**config.mk**
```make
export PLATFORM = sky130hd
export DESIGN_NAME = renode_axi_manager_arbiter_flat
export DESIGN_NICKNAME = d
export VERILOG_FILES = /design/src/rtl/renode_axi_pkg.sv /design/src/rtl/renode_axi_manager_arbiter_if.sv /design/src/rtl/renode_axi_rr_arbiter.sv /design/src/rtl/renode_axi_manager_arbiter.sv /design/src/flat_wrapper.sv
export SDC_FILE = /design/constraint.sdc
export NUM_CORES = 1
export LEC_CHECK = 0
export CAP_MARGIN = 25
export CORE_AREA = 3 3 203 205
export DETAILED_ROUTE_END_ITERATION = 8
export DIE_AREA = 0 0 206 208
export PLACE_DENSITY = 0.58
export SYNTH_ARGS = -nofsm -noshare
export SYNTH_HDL_FRONTEND = slang
export SYNTH_SLANG_ARGS = --single-unit
```
**constraint.sdc**
```tcl
create_clock -name aclk -period 3.4 [get_ports aclk]
set_input_delay 0.68 -clock aclk [delete_from_list [all_inputs] [get_ports aclk]]
set_output_delay 0.68 -clock aclk [all_outputs]
set_load 0.01 [all_outputs]
```
**src/rtl/renode_axi_pkg.sv**
```systemverilog
// Shared types for the Renode AXI manager arbiter.
// Burst sizes, AXI responses and arbiter FSM states.
package renode_axi_pkg;

  typedef enum logic [2:0] {
    Size1   = 3'd0,
    Size2   = 3'd1,
    Size4   = 3'd2,
    Size8   = 3'd3,
    Size16  = 3'd4,
    Size32  = 3'd5,
    Size64  = 3'd6,
    Size128 = 3'd7
  } burst_size_t;

  typedef enum logic [1:0] {
    RespOkay   = 2'b00,
    RespExOkay = 2'b01,
    RespSlvErr = 2'b10,
    RespDecErr = 2'b11
  } response_e;

  typedef enum logic [2:0] {
    Idle,
    RdReq,
    RdResp,
    WrReq,
    WrResp,
    Done
  } arb_state_e;

  localparam logic [1:0] BurstIncr = 2'b01;

  // SLVERR and DECERR fail; OKAY and EXOKAY succeed
  function automatic logic resp_is_err(response_e r);
    return r[1];
  endfunction

endpackage

```
**src/rtl/renode_axi_manager_arbiter_if.sv**
```systemverilog
// AXI manager-side channel bundle for the Renode arbiter.
// master = manager driving AW/W/AR, slave = subordinate.
interface renode_axi_manager_arbiter_if #(
  parameter int AddressWidth = 32,
  parameter int DataWidth    = 32,
  parameter int IdWidth      = 4
) ();
  import renode_axi_pkg::*;

  logic [IdWidth-1:0]     awid;
  logic [AddressWidth-1:0] awaddr;
  burst_size_t            awsize;
  logic [7:0]             awlen;
  logic [1:0]             awburst;
  logic                   awlock;
  logic [2:0]             awprot;
  logic                   awvalid;
  logic                   awready;

  logic [DataWidth-1:0]   wdata;
  logic [DataWidth/8-1:0] wstrb;
  logic                   wlast;
  logic                   wvalid;
  logic                   wready;

  logic [IdWidth-1:0]     bid;
  logic [1:0]             bresp;
  logic                   bvalid;
  logic                   bready;

  logic [IdWidth-1:0]     arid;
  logic [AddressWidth-1:0] araddr;
  burst_size_t            arsize;
  logic [7:0]             arlen;
  logic [1:0]             arburst;
  logic                   arlock;
  logic [2:0]             arprot;
  logic                   arvalid;
  logic                   arready;

  logic [IdWidth-1:0]     rid;
  logic [DataWidth-1:0]   rdata;
  logic [1:0]             rresp;
  logic                   rlast;
  logic                   rvalid;
  logic                   rready;

  modport master (
    output awid, awaddr, awsize, awlen, awburst,
    output awlock, awprot, awvalid,
    input  awready,
    output wdata, wstrb, wlast, wvalid,
    input  wready,
    input  bid, bresp, bvalid,
    output bready,
    output arid, araddr, arsize, arlen, arburst,
    output arlock, arprot, arvalid,
    input  arready,
    input  rid, rdata, rresp, rlast, rvalid,
    output rready
  );

  modport slave (
    input  awid, awaddr, awsize, awlen, awburst,
    input  awlock, awprot, awvalid,
    output awready,
    input  wdata, wstrb, wlast, wvalid,
    output wready,
    output bid, bresp, bvalid,
    input  bready,
    input  arid, araddr, arsize, arlen, arburst,
    input  arlock, arprot, arvalid,
    output arready,
    output rid, rdata, rresp, rlast, rvalid,
    input  rready
  );

endinterface

```
**src/rtl/renode_axi_rr_arbiter.sv**
```systemverilog
// Round-robin requester picker; RENODE_AXI_ARB_FIXED_PRIO_EN
// swaps it for fixed priority (index 0 highest, no pointer).
module renode_axi_rr_arbiter #(
  parameter  int N  = 4,
  localparam int IW = (N > 1) ? $clog2(N) : 1
) (
  input  logic          clk_i,
  input  logic          rst_i,
  input  logic [N-1:0]  req_i,
  input  logic          advance_i,
  output logic [N-1:0]  gnt_o,
  output logic [IW-1:0] idx_o,
  output logic          valid_o
);

  logic [IW-1:0] start;
  logic [IW-1:0] idx;
  logic          hit;

`ifdef RENODE_AXI_ARB_FIXED_PRIO_EN
  logic unused_ok;
  assign unused_ok = clk_i ^ rst_i ^ advance_i;
  assign start     = '0;
`else
  logic [IW-1:0] ptr_q;
  logic [IW-1:0] ptr_d;

  // search resumes just after the last winner
  assign ptr_d = (idx == IW'(N - 1)) ? '0 : idx + 1'b1;

  always_ff @(posedge clk_i) begin
    if (rst_i) begin
      ptr_q <= '0;
    end else if (advance_i && hit) begin
      ptr_q <= ptr_d;
    end
  end

  assign start = ptr_q;
`endif

  always_comb begin
    idx = '0;
    hit = 1'b0;
    for (int i = 0; i < N; i++) begin
      if (!hit && req_i[(int'(start) + i) % N]) begin
        hit = 1'b1;
        idx = IW'((int'(start) + i) % N);
      end
    end
  end

  always_comb begin
    gnt_o = '0;
    if (hit) gnt_o[idx] = 1'b1;
  end

  assign idx_o   = idx;
  assign valid_o = hit;

endmodule

```
**src/rtl/renode_axi_manager_arbiter.sv**
```systemverilog
// Shares one AXI manager port among N single-beat requesters.
// Build option: RENODE_AXI_ARB_FIXED_PRIO_EN (fixed priority grant).
module renode_axi_manager_arbiter
  import renode_axi_pkg::*;
#(
  parameter int Requesters   = 4,
  parameter int AddressWidth = 32,
  parameter int DataWidth    = 32,
  parameter int IdWidth      = 4
) (
  input  logic aclk,
  input  logic areset,
  input  logic [Requesters-1:0]              req_valid,
  input  logic [Requesters-1:0]              req_write,
  input  logic [Requesters*AddressWidth-1:0] req_addr,
  input  logic [Requesters*3-1:0]            req_size,
  input  logic [Requesters*DataWidth-1:0]    req_wdata,
  input  logic [Requesters*DataWidth/8-1:0]  req_wstrb,
  output logic [Requesters-1:0]              resp_valid,
  output logic [DataWidth-1:0]               resp_rdata,
  output logic                               resp_error,
  renode_axi_manager_arbiter_if.master       axi
);

  localparam int SW = DataWidth / 8;
  localparam int GW = (Requesters > 1) ? $clog2(Requesters) : 1;

  arb_state_e state_q;
  logic [GW-1:0]           gidx_q;
  logic [Requesters-1:0]   goh_q;
  logic                    write_q;
  logic [AddressWidth-1:0] addr_q;
  burst_size_t             size_q;
  logic [DataWidth-1:0]    wdata_q;
  logic [SW-1:0]           wstrb_q;
  logic awvalid_q, wvalid_q, bready_q;
  logic arvalid_q, rready_q;
  logic [DataWidth-1:0]    rdata_q;
  response_e               rsp_q;
  logic [IdWidth-1:0]      rid_q;
  logic [Requesters-1:0]   resp_valid_q;
  logic [DataWidth-1:0]    resp_rdata_q;
  logic                    resp_error_q;

  logic [Requesters-1:0] gnt_oh;
  logic [GW-1:0]         gnt_idx;
  logic                  gnt_vld;
  logic                  grant_go;
  logic                  aw_ok;
  logic                  w_ok;
  logic                  unused_ok;

  // hold off while the pulse is out so the finishing requester can drop
  assign grant_go = (state_q == Idle) && gnt_vld && !(|resp_valid_q);
  assign aw_ok    = !awvalid_q || axi.awready;
  assign w_ok     = !wvalid_q || axi.wready;

  renode_axi_rr_arbiter #(.N(Requesters)) u_arb (
    .clk_i     (aclk),
    .rst_i     (areset),
    .req_i     (req_valid),
    .advance_i (grant_go),
    .gnt_o     (gnt_oh),
    .idx_o     (gnt_idx),
    .valid_o   (gnt_vld)
  );

  always_ff @(posedge aclk) begin
    if (areset) begin
      state_q      <= Idle;
      gidx_q       <= '0;
      goh_q        <= '0;
      write_q      <= 1'b0;
      addr_q       <= '0;
      size_q       <= Size1;
      wdata_q      <= '0;
      wstrb_q      <= '0;
      awvalid_q    <= 1'b0;
      wvalid_q     <= 1'b0;
      bready_q     <= 1'b0;
      arvalid_q    <= 1'b0;
      rready_q     <= 1'b0;
      rdata_q      <= '0;
      rsp_q        <= RespOkay;
      rid_q        <= '0;
      resp_valid_q <= '0;
      resp_rdata_q <= '0;
      resp_error_q <= 1'b0;
    end else begin
      resp_valid_q <= '0;
      unique case (state_q)
        Idle: begin
          if (grant_go) begin
            gidx_q  <= gnt_idx;
            goh_q   <= gnt_oh;
            write_q <= req_write[gnt_idx];
            addr_q  <= req_addr[gnt_idx*AddressWidth +: AddressWidth];
            size_q  <= burst_size_t'(req_size[gnt_idx*3 +: 3]);
            wdata_q <= req_wdata[gnt_idx*DataWidth +: DataWidth];
            wstrb_q <= req_wstrb[gnt_idx*SW +: SW];
            if (req_write[gnt_idx]) begin
              state_q   <= WrReq;
              awvalid_q <= 1'b1;
              wvalid_q  <= 1'b1;
              bready_q  <= 1'b1;
            end else begin
              state_q   <= RdReq;
              arvalid_q <= 1'b1;
              rready_q  <= 1'b1;
            end
          end
        end
        RdReq: begin
          if (axi.arready) begin
            arvalid_q <= 1'b0;
            if (axi.rvalid) begin
              rdata_q  <= axi.rdata;
              rsp_q    <= response_e'(axi.rresp);
              rid_q    <= axi.rid;
              rready_q <= 1'b0;
              state_q  <= Done;
            end else begin
              state_q <= RdResp;
            end
          end
        end
        RdResp: begin
          if (axi.rvalid) begin
            rdata_q  <= axi.rdata;
            rsp_q    <= response_e'(axi.rresp);
            rid_q    <= axi.rid;
            rready_q <= 1'b0;
            state_q  <= Done;
          end
        end
        WrReq: begin
          if (axi.awready) awvalid_q <= 1'b0;
          if (axi.wready)  wvalid_q  <= 1'b0;
          if (aw_ok && w_ok) state_q <= WrResp;
        end
        WrResp: begin
          if (axi.bvalid) begin
            rsp_q    <= response_e'(axi.bresp);
            rid_q    <= axi.bid;
            bready_q <= 1'b0;
            state_q  <= Done;
          end
        end
        Done: begin
          resp_valid_q <= goh_q;
          resp_rdata_q <= write_q ? '0 : rdata_q;
          resp_error_q <= resp_is_err(rsp_q) ||
                          (rid_q != IdWidth'(gidx_q));
          state_q      <= Idle;
        end
        default: state_q <= Idle;
      endcase
    end
  end

  assign axi.awid    = IdWidth'(gidx_q);
  assign axi.awaddr  = addr_q;
  assign axi.awsize  = size_q;
  assign axi.awlen   = 8'd0;
  assign axi.awburst = BurstIncr;
  assign axi.awlock  = 1'b0;
  assign axi.awprot  = 3'd0;
  assign axi.awvalid = awvalid_q;
  assign axi.wdata   = wdata_q;
  assign axi.wstrb   = wstrb_q;
  assign axi.wlast   = 1'b1;
  assign axi.wvalid  = wvalid_q;
  assign axi.bready  = bready_q;
  assign axi.arid    = IdWidth'(gidx_q);
  assign axi.araddr  = addr_q;
  assign axi.arsize  = size_q;
  assign axi.arlen   = 8'd0;
  assign axi.arburst = BurstIncr;
  assign axi.arlock  = 1'b0;
  assign axi.arprot  = 3'd0;
  assign axi.arvalid = arvalid_q;
  assign axi.rready  = rready_q;

  assign resp_valid  = resp_valid_q;
  assign resp_rdata  = resp_rdata_q;
  assign resp_error  = resp_error_q;

  // every beat is the last one, so rlast carries no information
  assign unused_ok   = axi.rlast;

endmodule

```
**src/flat_wrapper.sv**
```systemverilog
// flat-port wrapper written by rule: the top's interface ports become plain ports
module renode_axi_manager_arbiter_flat import renode_axi_pkg::*;
#(
  parameter int Requesters   = 4,
  parameter int AddressWidth = 32,
  parameter int DataWidth    = 32,
  parameter int IdWidth      = 4
)
  (aclk, areset, req_valid, req_write, req_addr, req_size, req_wdata, req_wstrb, resp_valid, resp_rdata, resp_error, axi_awid, axi_awaddr, axi_awsize, axi_awlen, axi_awburst, axi_awlock, axi_awprot, axi_awvalid, axi_awready, axi_wdata, axi_wstrb, axi_wlast, axi_wvalid, axi_wready, axi_bid, axi_bresp, axi_bvalid, axi_bready, axi_arid, axi_araddr, axi_arsize, axi_arlen, axi_arburst, axi_arlock, axi_arprot, axi_arvalid, axi_arready, axi_rid, axi_rdata, axi_rresp, axi_rlast, axi_rvalid, axi_rready);
  renode_axi_manager_arbiter_if #(.AddressWidth(AddressWidth), .DataWidth(DataWidth), .IdWidth(IdWidth)) axi_i ();
  input  logic aclk;
  input  logic areset;
  input  logic [Requesters-1:0] req_valid;
  input  logic [Requesters-1:0] req_write;
  input  logic [Requesters*AddressWidth-1:0] req_addr;
  input  logic [Requesters*3-1:0] req_size;
  input  logic [Requesters*DataWidth-1:0] req_wdata;
  input  logic [Requesters*DataWidth/8-1:0] req_wstrb;
  output logic [Requesters-1:0] resp_valid;
  output logic [DataWidth-1:0] resp_rdata;
  output logic resp_error;
  output wire logic [$bits(axi_i.awid)-1:0] axi_awid;
  output wire logic [$bits(axi_i.awaddr)-1:0] axi_awaddr;
  output wire logic [$bits(axi_i.awsize)-1:0] axi_awsize;
  output wire logic [$bits(axi_i.awlen)-1:0] axi_awlen;
  output wire logic [$bits(axi_i.awburst)-1:0] axi_awburst;
  output wire logic [$bits(axi_i.awlock)-1:0] axi_awlock;
  output wire logic [$bits(axi_i.awprot)-1:0] axi_awprot;
  output wire logic [$bits(axi_i.awvalid)-1:0] axi_awvalid;
  input wire logic [$bits(axi_i.awready)-1:0] axi_awready;
  output wire logic [$bits(axi_i.wdata)-1:0] axi_wdata;
  output wire logic [$bits(axi_i.wstrb)-1:0] axi_wstrb;
  output wire logic [$bits(axi_i.wlast)-1:0] axi_wlast;
  output wire logic [$bits(axi_i.wvalid)-1:0] axi_wvalid;
  input wire logic [$bits(axi_i.wready)-1:0] axi_wready;
  input wire logic [$bits(axi_i.bid)-1:0] axi_bid;
  input wire logic [$bits(axi_i.bresp)-1:0] axi_bresp;
  input wire logic [$bits(axi_i.bvalid)-1:0] axi_bvalid;
  output wire logic [$bits(axi_i.bready)-1:0] axi_bready;
  output wire logic [$bits(axi_i.arid)-1:0] axi_arid;
  output wire logic [$bits(axi_i.araddr)-1:0] axi_araddr;
  output wire logic [$bits(axi_i.arsize)-1:0] axi_arsize;
  output wire logic [$bits(axi_i.arlen)-1:0] axi_arlen;
  output wire logic [$bits(axi_i.arburst)-1:0] axi_arburst;
  output wire logic [$bits(axi_i.arlock)-1:0] axi_arlock;
  output wire logic [$bits(axi_i.arprot)-1:0] axi_arprot;
  output wire logic [$bits(axi_i.arvalid)-1:0] axi_arvalid;
  input wire logic [$bits(axi_i.arready)-1:0] axi_arready;
  input wire logic [$bits(axi_i.rid)-1:0] axi_rid;
  input wire logic [$bits(axi_i.rdata)-1:0] axi_rdata;
  input wire logic [$bits(axi_i.rresp)-1:0] axi_rresp;
  input wire logic [$bits(axi_i.rlast)-1:0] axi_rlast;
  input wire logic [$bits(axi_i.rvalid)-1:0] axi_rvalid;
  output wire logic [$bits(axi_i.rready)-1:0] axi_rready;
  assign axi_awid = axi_i.awid;
  assign axi_awaddr = axi_i.awaddr;
  assign axi_awsize = axi_i.awsize;
  assign axi_awlen = axi_i.awlen;
  assign axi_awburst = axi_i.awburst;
  assign axi_awlock = axi_i.awlock;
  assign axi_awprot = axi_i.awprot;
  assign axi_awvalid = axi_i.awvalid;
  assign axi_i.awready = axi_awready;
  assign axi_wdata = axi_i.wdata;
  assign axi_wstrb = axi_i.wstrb;
  assign axi_wlast = axi_i.wlast;
  assign axi_wvalid = axi_i.wvalid;
  assign axi_i.wready = axi_wready;
  assign axi_i.bid = axi_bid;
  assign axi_i.bresp = axi_bresp;
  assign axi_i.bvalid = axi_bvalid;
  assign axi_bready = axi_i.bready;
  assign axi_arid = axi_i.arid;
  assign axi_araddr = axi_i.araddr;
  assign axi_arsize = axi_i.arsize;
  assign axi_arlen = axi_i.arlen;
  assign axi_arburst = axi_i.arburst;
  assign axi_arlock = axi_i.arlock;
  assign axi_arprot = axi_i.arprot;
  assign axi_arvalid = axi_i.arvalid;
  assign axi_i.arready = axi_arready;
  assign axi_i.rid = axi_rid;
  assign axi_i.rdata = axi_rdata;
  assign axi_i.rresp = axi_rresp;
  assign axi_i.rlast = axi_rlast;
  assign axi_i.rvalid = axi_rvalid;
  assign axi_rready = axi_i.rready;
  renode_axi_manager_arbiter #(.Requesters(Requesters), .AddressWidth(AddressWidth), .DataWidth(DataWidth), .IdWidth(IdWidth)) u_core (.aclk(aclk), .areset(areset), .req_valid(req_valid), .req_write(req_write), .req_addr(req_addr), .req_size(req_size), .req_wdata(req_wdata), .req_wstrb(req_wstrb), .resp_valid(resp_valid), .resp_rdata(resp_rdata), .resp_error(resp_error), .axi(axi_i));
endmodule
```
* Yosys cells after proc, flatten, opt, wreduce, memory -nomap -nowiden
Index checks and enable logic that the tools add are counted.
Widths: inputs -> output; s select.
** Word-level totals
- Bits in registers :: 163
- Input bits :: 344
- Output and inout port bits :: 185
- Logic and storage cells :: 153
** Operators by class
- Add/subtract/negate cells :: 4
- $mul :: 1
- Order comparisons :: 6
- Eq/ne operators :: 16
- Shifts and indexed selects :: 4
- Multiplexer cells :: 60
- Bitwise logic cells :: 4
- Reduce and logical (&&, ||, !) cells :: 38
** Operators by type and width (count)
- $shiftx 128x8->32 :: 2
- $mux 32 :: 3
- $pmux 32 s2 :: 1
- $mux 1 :: 23
- $reduce_and 4->1 :: 5
- $mux 2 :: 9
- $mux 3 :: 6
- $mux 4 :: 4
- $ne 2x2->1 const B :: 8
- $shiftx 16x5->4 :: 1
- $pmux 3 s5 :: 1
- $lt 3x4->1 const B :: 3
- $pmux 4 s3 :: 1
- $shiftx 12x5->3 :: 1
- $bmux 1 s2 :: 5
- $logic_and 1x1->1 :: 8
- $pmux 1 s2 :: 4
- $reduce_bool 2->1 :: 4
- $reduce_or 2->1 :: 4
- $eq 3x2->1 const B :: 2
- $eq 3x3->1 const B :: 2
- $logic_not 1->1 :: 6
- $lt 2x3->1 const B :: 2
- $pmux 2 s3 :: 1
- 19 further kinds :: 27

* Logic depth before layout (Yosys ltp)
Gate-level depths: netlist of run 1.
- Word-level depth :: 19
- Gate-level depth with buffers :: 9
- Depth with buffers taken out :: 7

* Modules after synthesis
Synthesis of run 1 repeated with hierarchy kept, for this count alone.
** Unflattened totals
- Cell total of the unflattened synthesis :: 848
- Area, all modules :: 8121.5 um^2
** By module, submodules not included
- renode_axi_manager_arbiter :: times used 1, cells an instance 814, area an instance 7856.3 um^2, sequential area each 3203.1 um^2
- renode_axi_rr_arbiter :: times used 1, cells an instance 34, area an instance 265.3 um^2, sequential area each 40.0 um^2

* Least setup slack after synthesis of run 1
OpenSTA, ideal clock, no wires.
- Path kind :: input to register
- From :: input port req_valid[0]
- To :: register u_core.u_arb.ptr_q[1]
- Library setup time :: 0.132 ns
- Arrival :: 2.150 ns
- Required time :: 3.268 ns
- Path slack :: 1.118 ns
- Stages :: 9
- Buffers on the path :: 2
- Cell sequence :: and2_1 > o211ai_2 > nand2_1 > inv_2 > buf_2 > buf_2 > ha_1 > nand2_1 > a21oi_1
** Between the ends
- Elaborated cells on any way between the ends :: 31
- Classes of those cells :: add/sub (1); eq/ne (1); mux (20); reduce/logical (9)
** RTL lines
- from (decl) :: line flat_wrapper.sv:13 : input logic [Requesters-1:0] req_valid;
- $bmux 1 s2 :: line renode_axi_rr_arbiter.sv:46 : if (!hit && req_i[(int'(start) + i) % N]) begin
- $mux 1 (implied by the code) :: line renode_axi_rr_arbiter.sv:46
- $mux 1 :: line renode_axi_rr_arbiter.sv:46
- $logic_not 1->1 :: line renode_axi_rr_arbiter.sv:46
- $logic_and 1x1->1 :: line renode_axi_rr_arbiter.sv:46
- $mux 1 :: line renode_axi_rr_arbiter.sv:46
- $logic_not 1->1 :: line renode_axi_rr_arbiter.sv:46
- $logic_and 1x1->1 :: line renode_axi_rr_arbiter.sv:46
- $mux 1 :: line renode_axi_rr_arbiter.sv:46
- $logic_not 1->1 :: line renode_axi_rr_arbiter.sv:46
- $logic_and 1x1->1 :: line renode_axi_rr_arbiter.sv:46
- $mux 2 (*) :: line renode_axi_rr_arbiter.sv:46
- named net u_core.gnt_idx[1] :: line renode_axi_manager_arbiter.sv:46 : logic [GW-1:0] gnt_idx;
- $add 2x1->2 or $eq 2x2->1 (tied branches) :: line renode_axi_rr_arbiter.sv:29 : assign ptr_d = (idx == IW'(N - 1)) ? '0 : idx + 1'b1;
- $mux 2 (*) :: line renode_axi_rr_arbiter.sv:29
- named net u_core.u_arb.ptr_d[1] :: line renode_axi_rr_arbiter.sv:26 : logic [IW-1:0] ptr_d;
- to (signal assigned) :: line renode_axi_rr_arbiter.sv:35 : ptr_q <= ptr_d;
- to (decl) :: line renode_axi_rr_arbiter.sv:25 : logic [IW-1:0] ptr_q;
The timed path passes the listed nets; every way through them passes the cells marked *. The select of a mux whose other input is x is not followed.
A chain may end at the register's enable or synchronous reset.

* Worst setup path after layout of run 1
- From :: input port req_valid[3]
- To :: register u_core.wdata_q[11], in the netlist u_core.axi.wdata[11]
** Between the ends
- Cells in the longest elaborated chain, start to end :: 15
- Elaborated cells on any way between the ends :: 29
- Classes of those cells :: shift (1); mux (19); reduce/logical (9)
** RTL lines
- branches (longest 15 deep; another with $bmux 1 s2)
- to (signal assigned) :: line renode_axi_manager_arbiter.sv:99 : wdata_q <= req_wdata[gnt_idx*DataWidth +: DataWidth];
- to (decl) :: line renode_axi_manager_arbiter.sv:34 : logic [DataWidth-1:0] wdata_q;
Several ways; the timed one is not identified. The select of a mux whose other input is x is not followed.

==> reports/metrics.yaml, run 1 <==
synth_top_family_by_area: "multiplexers"
grt_overflow: 0
place.gp.congestion: 0.792
r2r_setup_slack_ns: 0.56
power_mw: 9.32
hold_violations: 0
synth_mux_area_frac: 0.185
pwr-share-seq: 0.309
fin_setup_tns_ns: 0
hpwlAfterDp_mm: 26.8
via_per_inst: 4.33
p_leak_nw: 5.11
wl_per_cell_um: 18.7
path_max_fanout: 28
cts.reportedPaths.clkPinSlew_ns: 0.07
wirelength_mm: 34.4
nets: 1647
slew_violations: 0
grt_pass1_wl_mm: 50.9
worst_pin_slew_ns: 0.883
cts_max_level: 4
required_ns: 3.74
drive_gt1_frac: 0.0572
clkLatencyLatePin_ns: 0.44
post-cts-setup-buffers: 0
fp.dieArea_um2: 42800
vdd_drop_max_v: 0.000304
setup_viol: 0
synth_seq_cells: 162
core_um2: 39600
dp.cells: 1805
ff2ff_path_depth: 6
yosysSeqAreaShare: 0.406
min_to: "u_core.goh_q[0]"
cts_buffers: 17
synth-simple-area-share: 0.119
post_synth.cell_area_avg_um2: 9.29
fill_cells: 4054
cap_violations: 0
num_rows: 73
synthFlopType: "dfxtp_1"
drc: 0
yosys.area_share.adder: 0.00626
portBuffers: 492
p_switching_mw: 3.48
period_minus_slack_ns: 2.90
cts_root_buf: "clkbuf_16"
grt_max_degree: 72
antenna_found_initial: 5
finClkSkew_ns: 0.0109
critPathMaxStageDelay_ns: 0.73
cts_buffer_depth: 2
firstDrtPassIters: 4
async_reset_ff_frac: 0
switching_share: 0.373
die_y_um: 208
yosysWarnings: 0
cts_tree: "done"
path_depth: 8
power_density_nw_per_um2: 672
clock.fmax_mhz: 345
synth_compound_area_frac: 0.179
area_delta_synth_final_pct: 73.5
cp_slowest_cell: "nor4b_2"
crit_type: "primary input to register"
ctsResizeCount: 0
reg2reg_to: "u_core.axi.wdata[11]"
crit_path_end_kind: "register"
synth_cells: 860
hold_depth: 2
die_w_um: 206
intPower_mw: 5.84
period_share: 0.853
min_from: "u_core.goh_q[0]"
drt-initial-drc-count: 310
route.vias.total: 7980
max-slew-margin-rel: 0.410
ios: 529
fin_util: 0.350
critPathArrivalTime_ns: 3.25
synth_xor_area_frac: 0.00219
path_delay_family: "buffers and inverters"
pwr-share-comb: 0.491
r2r-start: "u_core.resp_valid[1]"
rsz0062_at_grt: "no"
status: "completed"
cts_hold_buf: 0
crit_buf_inv: 4
ys_types: 53
start_kind: "primary input"
clockPowerShare: 0.200
layoutNonFillerInstCount: 1841
start_util: 0.202
hold_path.class: "register to register"
antenna_left: 0
crit_chain: "clkdlybuf4s50_1, nor4_1, buf_4, nor4b_2, buf_4, nand3_4, buf_12, o221ai_1"
grtUsageTotal: 0.156
synth_enable_flop_cells: 0
holdWs_ns: 0.453
grt_pass1_vias: 8370
clock_sink_count: 162
cpMostUsedCell: "buf_4"
netlist_area_um2: 7990
==> layout make-up <==
type | count | area (µm²) | share of cell area
Inverter | 6 | 30.0 | 0.00217
Antenna cell | 4 | 10.0 | 0.000722
Multi-Input combinational cell | 589 | 4090 | 0.295
Clock buffer | 21 | 450 | 0.0325
Timing Repair Buffer | 523 | 5280 | 0.381
Sequential cell | 162 | 3240 | 0.234
Clock inverter | 11 | 105 | 0.00758
Tap cell | 525 | 657 | 0.0474
==> routing by layer <==
metal | global-route usage | vias up | share of wire
met4 | 0.0536 | 2 | 0.018
met1 | 0.179 | 3712 | 0.40
met2 | 0.273 | 321 | 0.50
li1 | - | 3912 | -
met5 | 0 | - | 0.00038
met3 | 0.0487 | 33 | 0.077
==> stage by stage <==
step | cell area [µm²] | setup slack [ns]
floorplan | 8110 | 1.12
global placement | 13300 | 0.0782
CTS | 13900 | 0.492
global route | 13900 | 0.348
finish | 13900 | 0.499
detailed placement | 13300 | 0.0243
==> registers in the layout, indices dropped and copies added (netlist names), 2 cells and up <==
name                cells
u_core.axi.araddr      32
u_core.axi.arsize       3
u_core.axi.wdata       32
u_core.axi.wstrb        4
u_core.gidx_q           2
u_core.goh_q            4
u_core.rdata_q         32
u_core.resp_rdata      32
u_core.resp_valid       4
u_core.rid_q            4
u_core.state_q          3
u_core.u_arb.ptr_q      2
==> cells in the mapped netlist, types with 2 or more instances <==
cell | number | area share
nor3_1 | 5 | 0.0031
inv_2 | 2 | 0.00094
o21ai_0 | 2 | 0.0013
nand3_1 | 5 | 0.0031
nand4_1 | 2 | 0.0016
inv_1 | 4 | 0.0019
a31o_2 | 2 | 0.0022
buf_2 | 10 | 0.0063
nor2b_1 | 6 | 0.0047
buf_4 | 70 | 0.066
mux2i_1 | 148 | 0.19
o211a_1 | 2 | 0.0025
ha_1 | 4 | 0.0063
and2_1 | 8 | 0.0063
a22o_1 | 32 | 0.035
or3_1 | 5 | 0.0039
dfxtp_1 | 162 | 0.41
and4_1 | 2 | 0.0022
a31oi_1 | 3 | 0.0023
nand2_1 | 158 | 0.074
conb_1 | 2 | 0.00094
a21oi_1 | 46 | 0.029
a211oi_1 | 7 | 0.0066
o31ai_1 | 2 | 0.0019
and3_1 | 2 | 0.0016
nand2b_1 | 4 | 0.0031
o21bai_1 | 2 | 0.0019
o221ai_1 | 75 | 0.082
clkbuf_1 | 52 | 0.024
nor2_1 | 11 | 0.0052
a2111o_1 | 2 | 0.0028
xnor2_1 | 2 | 0.0022
==> layout by cell type (no fill, tap or decap), types with 3 or more instances in the layout <==
cell type,synthesis,routed
a211oi_1,7,7
a21oi_1,46,46
a22o_1,32,32
a31oi_1,3,3
and2_1,8,8
buf_12,0,10
buf_4,70,21
clkbuf_1,52,3
clkbuf_16,0,17
clkdlybuf4s50_1,0,491
clkinvlp_4,0,4
conb_1,2,33
dfxtp_1,162,162
diode_2,0,4
ha_1,4,4
inv_1,4,4
mux2i_1,148,148
nand2_1,158,158
nand2b_1,4,4
nand3_1,5,4
nor2_1,11,10
nor2b_1,6,6
nor3_1,5,4
o221ai_1,75,75
or3_1,5,5
==> cells by family (layout without fill, tap and decap cells) <==
| group | after synthesis | in the layout |
|---|---|---|
| compound gates | 186 | 186 |
| xor+xnor | 2 | 2 |
| fa+ha+maj | 4 | 4 |
| buf+inv | 140 | 561 |
| flops | 162 | 162 |
| mux | 148 | 148 |
| other cells | 2 | 37 |
| simple gates | 216 | 216 |
==> power by group through the flow <==
stage	Combinational [mW]	Sequential [mW]	Clock, mW
after CTS	4.64	2.89	1.94
after floorplan	2.37	2.93	0
final	4.58	2.88	1.87
after global placement	4.60	2.90	0
after global routing	4.94	2.95	2.01
after detailed placement	4.62	2.91	0
==> worst max-delay path by stage <==
stage                       from                    end  slack, ns
detailed placement  req_valid[3]   u_core.axi.wdata[11]       0.02
floorplan           req_valid[0]  u_core.u_arb.ptr_q[1]       1.12
global placement    req_valid[3]   u_core.axi.wdata[30]       0.08
finish              req_valid[3]   u_core.axi.wdata[11]       0.50
CTS                 req_valid[3]   u_core.axi.wdata[11]       0.49
global route        req_valid[0]    u_core.axi.wdata[8]       0.35
==> worst reg2reg max path, cell delays in order, from the launching register on <==
cell and delay (ns):
dfxtp_1 0.31, or4_4 0.57, nor4b_2 0.79, buf_4 0.29
nand3_4 0.29, buf_12 0.30, o221ai_1 0.19
(Power assumes the default switching activity.)
==> run 2, diff against run 1 <==
Settings changed: SLEW_MARGIN set to 20, TNS_END_PERCENT set to 100.
==> results of run 2 <==
No change in the layout: final DEF, timing and power equal those of run 1.
==> run 3, diff against run 2 <==
Settings changed: CORE_AREA 3 3 203 205 to 3 3 202 204, DIE_AREA 0 0 206 208 to 0 0 205 207.
Clock period 3.4 ns to 3.3 ns, I/O delays scaled along.
==> run 3 against run 2 <==
Effect of this change:
- hold slack better by 0.0015 ns
- clock power increased by 9.6%
- critical path depth unchanged
- clock-buffer cell count is 4 lower
- first-iteration DRC count fell by 2.3%
- final cell count decreased by 0.38%
- sequential power is 2% higher
- non-clock buffer count decreased by 6
- flip-flop and latch count did not move
- critical endpoint is now u_core.axi.wdata[16]
- largest cell class unchanged
- highest routed layer unchanged
==> reports/metrics.yaml, run 3 (synthesized netlist as in run 1, its figures left out) <==
hold_violations: 0
finClkSkew_ns: 0.00900
crit_buf_inv: 3
wirelength_mm: 34.2
critPathMaxStageDelay_ns: 0.70
via_per_inst: 4.38
fp.dieArea_um2: 42400
ctsResizeCount: 0
power_mw: 9.65
required_ns: 3.67
period_minus_slack_ns: 2.61
die_y_um: 207
drt-initial-drc-count: 303
cts_max_level: 4
power_density_nw_per_um2: 699
portBuffers: 492
worst_pin_slew_ns: 0.904
fin_setup_tns_ns: 0
layoutNonFillerInstCount: 1834
start_kind: "primary input"
drc: 0
grtUsageTotal: 0.155
fin_area_um2: 13800
path_delay_family: "simple AND/OR/NAND/NOR gates"
grt_max_degree: 46
clock.fmax_mhz: 383
vdd_drop_max_v: 0.000341
grt_overflow: 0
place_area_um2: 13200
cap_violations: 0
post-cts-setup-buffers: 0
holdWs_ns: 0.455
crit_path_end_kind: "register"
setup_ws_ns: 0.687
cts_tree: "done"
cts_root_buf: "clkbuf_16"
clkLatencyLatePin_ns: 0.45
grt_pass1_vias: 8197
final_cell_mix: "491 x clkdlybuf4s50_1, 162 x dfxtp_1, 158 x nand2_1"
final_common_cell: "clkdlybuf4s50_1"
start_util: 0.202
pre_cts_slack_ns: 0.195
slew_violations: 0
cp_slowest_cell: "nor2_4"
cts_buffer_depth: 2
status: "completed"
fin_util: 0.350
antenna_found_initial: 4
cts.reportedPaths.clkPinSlew_ns: 0.08
cts_hold_buf: 0
area_delta_synth_final_pct: 72.8
ios: 529
route.vias.total: 8028
num_rows: 73
die_w_um: 205
clock_sink_count: 162
grt_pass1_wl_mm: 50.2
antenna_left: 0
crit_chain: "clkdlybuf4s50_1, nor4_1, buf_4, nor4b_2, nor2_4, buf_12, nand2_1, o221ai_1"
critPathArrivalTime_ns: 2.98
core_um2: 39500
firstDrtPassIters: 6
place.gp.congestion: 0.837
max-slew-margin-rel: 0.396
dp.cells: 1799
setup_viol: 0
path_max_fanout: 45
drive_gt1_frac: 0.0551
p_leak_nw: 5.09
rsz0062_at_grt: "no"
nets: 1641
period_share: 0.792
cts_buffers: 17
hpwlAfterDp_mm: 26.3
wl_per_cell_um: 18.7
crit_type: "primary input to register"
hold_path.class: "register to register"
run 3: changes by cell type in the layout (fill, tap and decap cells not counted), sizes merged, moves of 2 or more:
cell,delta
buf,-6
inv,+6
clkinv,+2
clkbuf,-4
clkinvlp,-3
run 3: final cells by class:
| cell class | instances | area (µm²) |
|---|---|---|
| clock buffer | 17 | 425 |
| timing repair buffer | 517 | 5180 |
| multi-input combinational | 589 | 4090 |
| sequential | 162 | 3240 |
| clock inverter | 15 | 169 |
| tap | 525 | 657 |
| inverter | 6 | 30.0 |
| antenna | 3 | 7.51 |
| fill | 4077 | 25700 |
run 3: layer usage:
metal	share of wire	global-route usage	wire length [µm]
met2	0.50	0.271	17200
met3	0.080	0.0484	2730
met4	0.024	0.0504	835
met5	0.00038	0	13
met1	0.39	0.179	13500
run 3: where the power goes:
part           internal (mW)  leakage (nW)  switching (mW)
registers               2.50          1.32           0.434
clock network           1.02         0.289            1.03
logic                   2.39          3.48            2.28
total                   5.91          5.09            3.74
run 3: worst reg2reg max path, cell delays in order, from the launching register on:
cell and delay [ns]:
dfxtp_1 0.32, or4_4 0.57, or4b_1 0.80, or3_1 0.49, o211a_1 0.15
run 3: worst paths after layout:
check	from	end	slack, ns	depth (start not counted)
max	req_valid[1]	u_core.axi.wdata[16]	0.69	8
min	u_core.rdata_q[3]	u_core.rdata_q[3]	0.45	2
max reg2reg	u_core.resp_valid[1]	u_core.u_arb.ptr_q[0]	0.85	4
min reg2reg	u_core.rdata_q[3]	u_core.rdata_q[3]	0.45	2
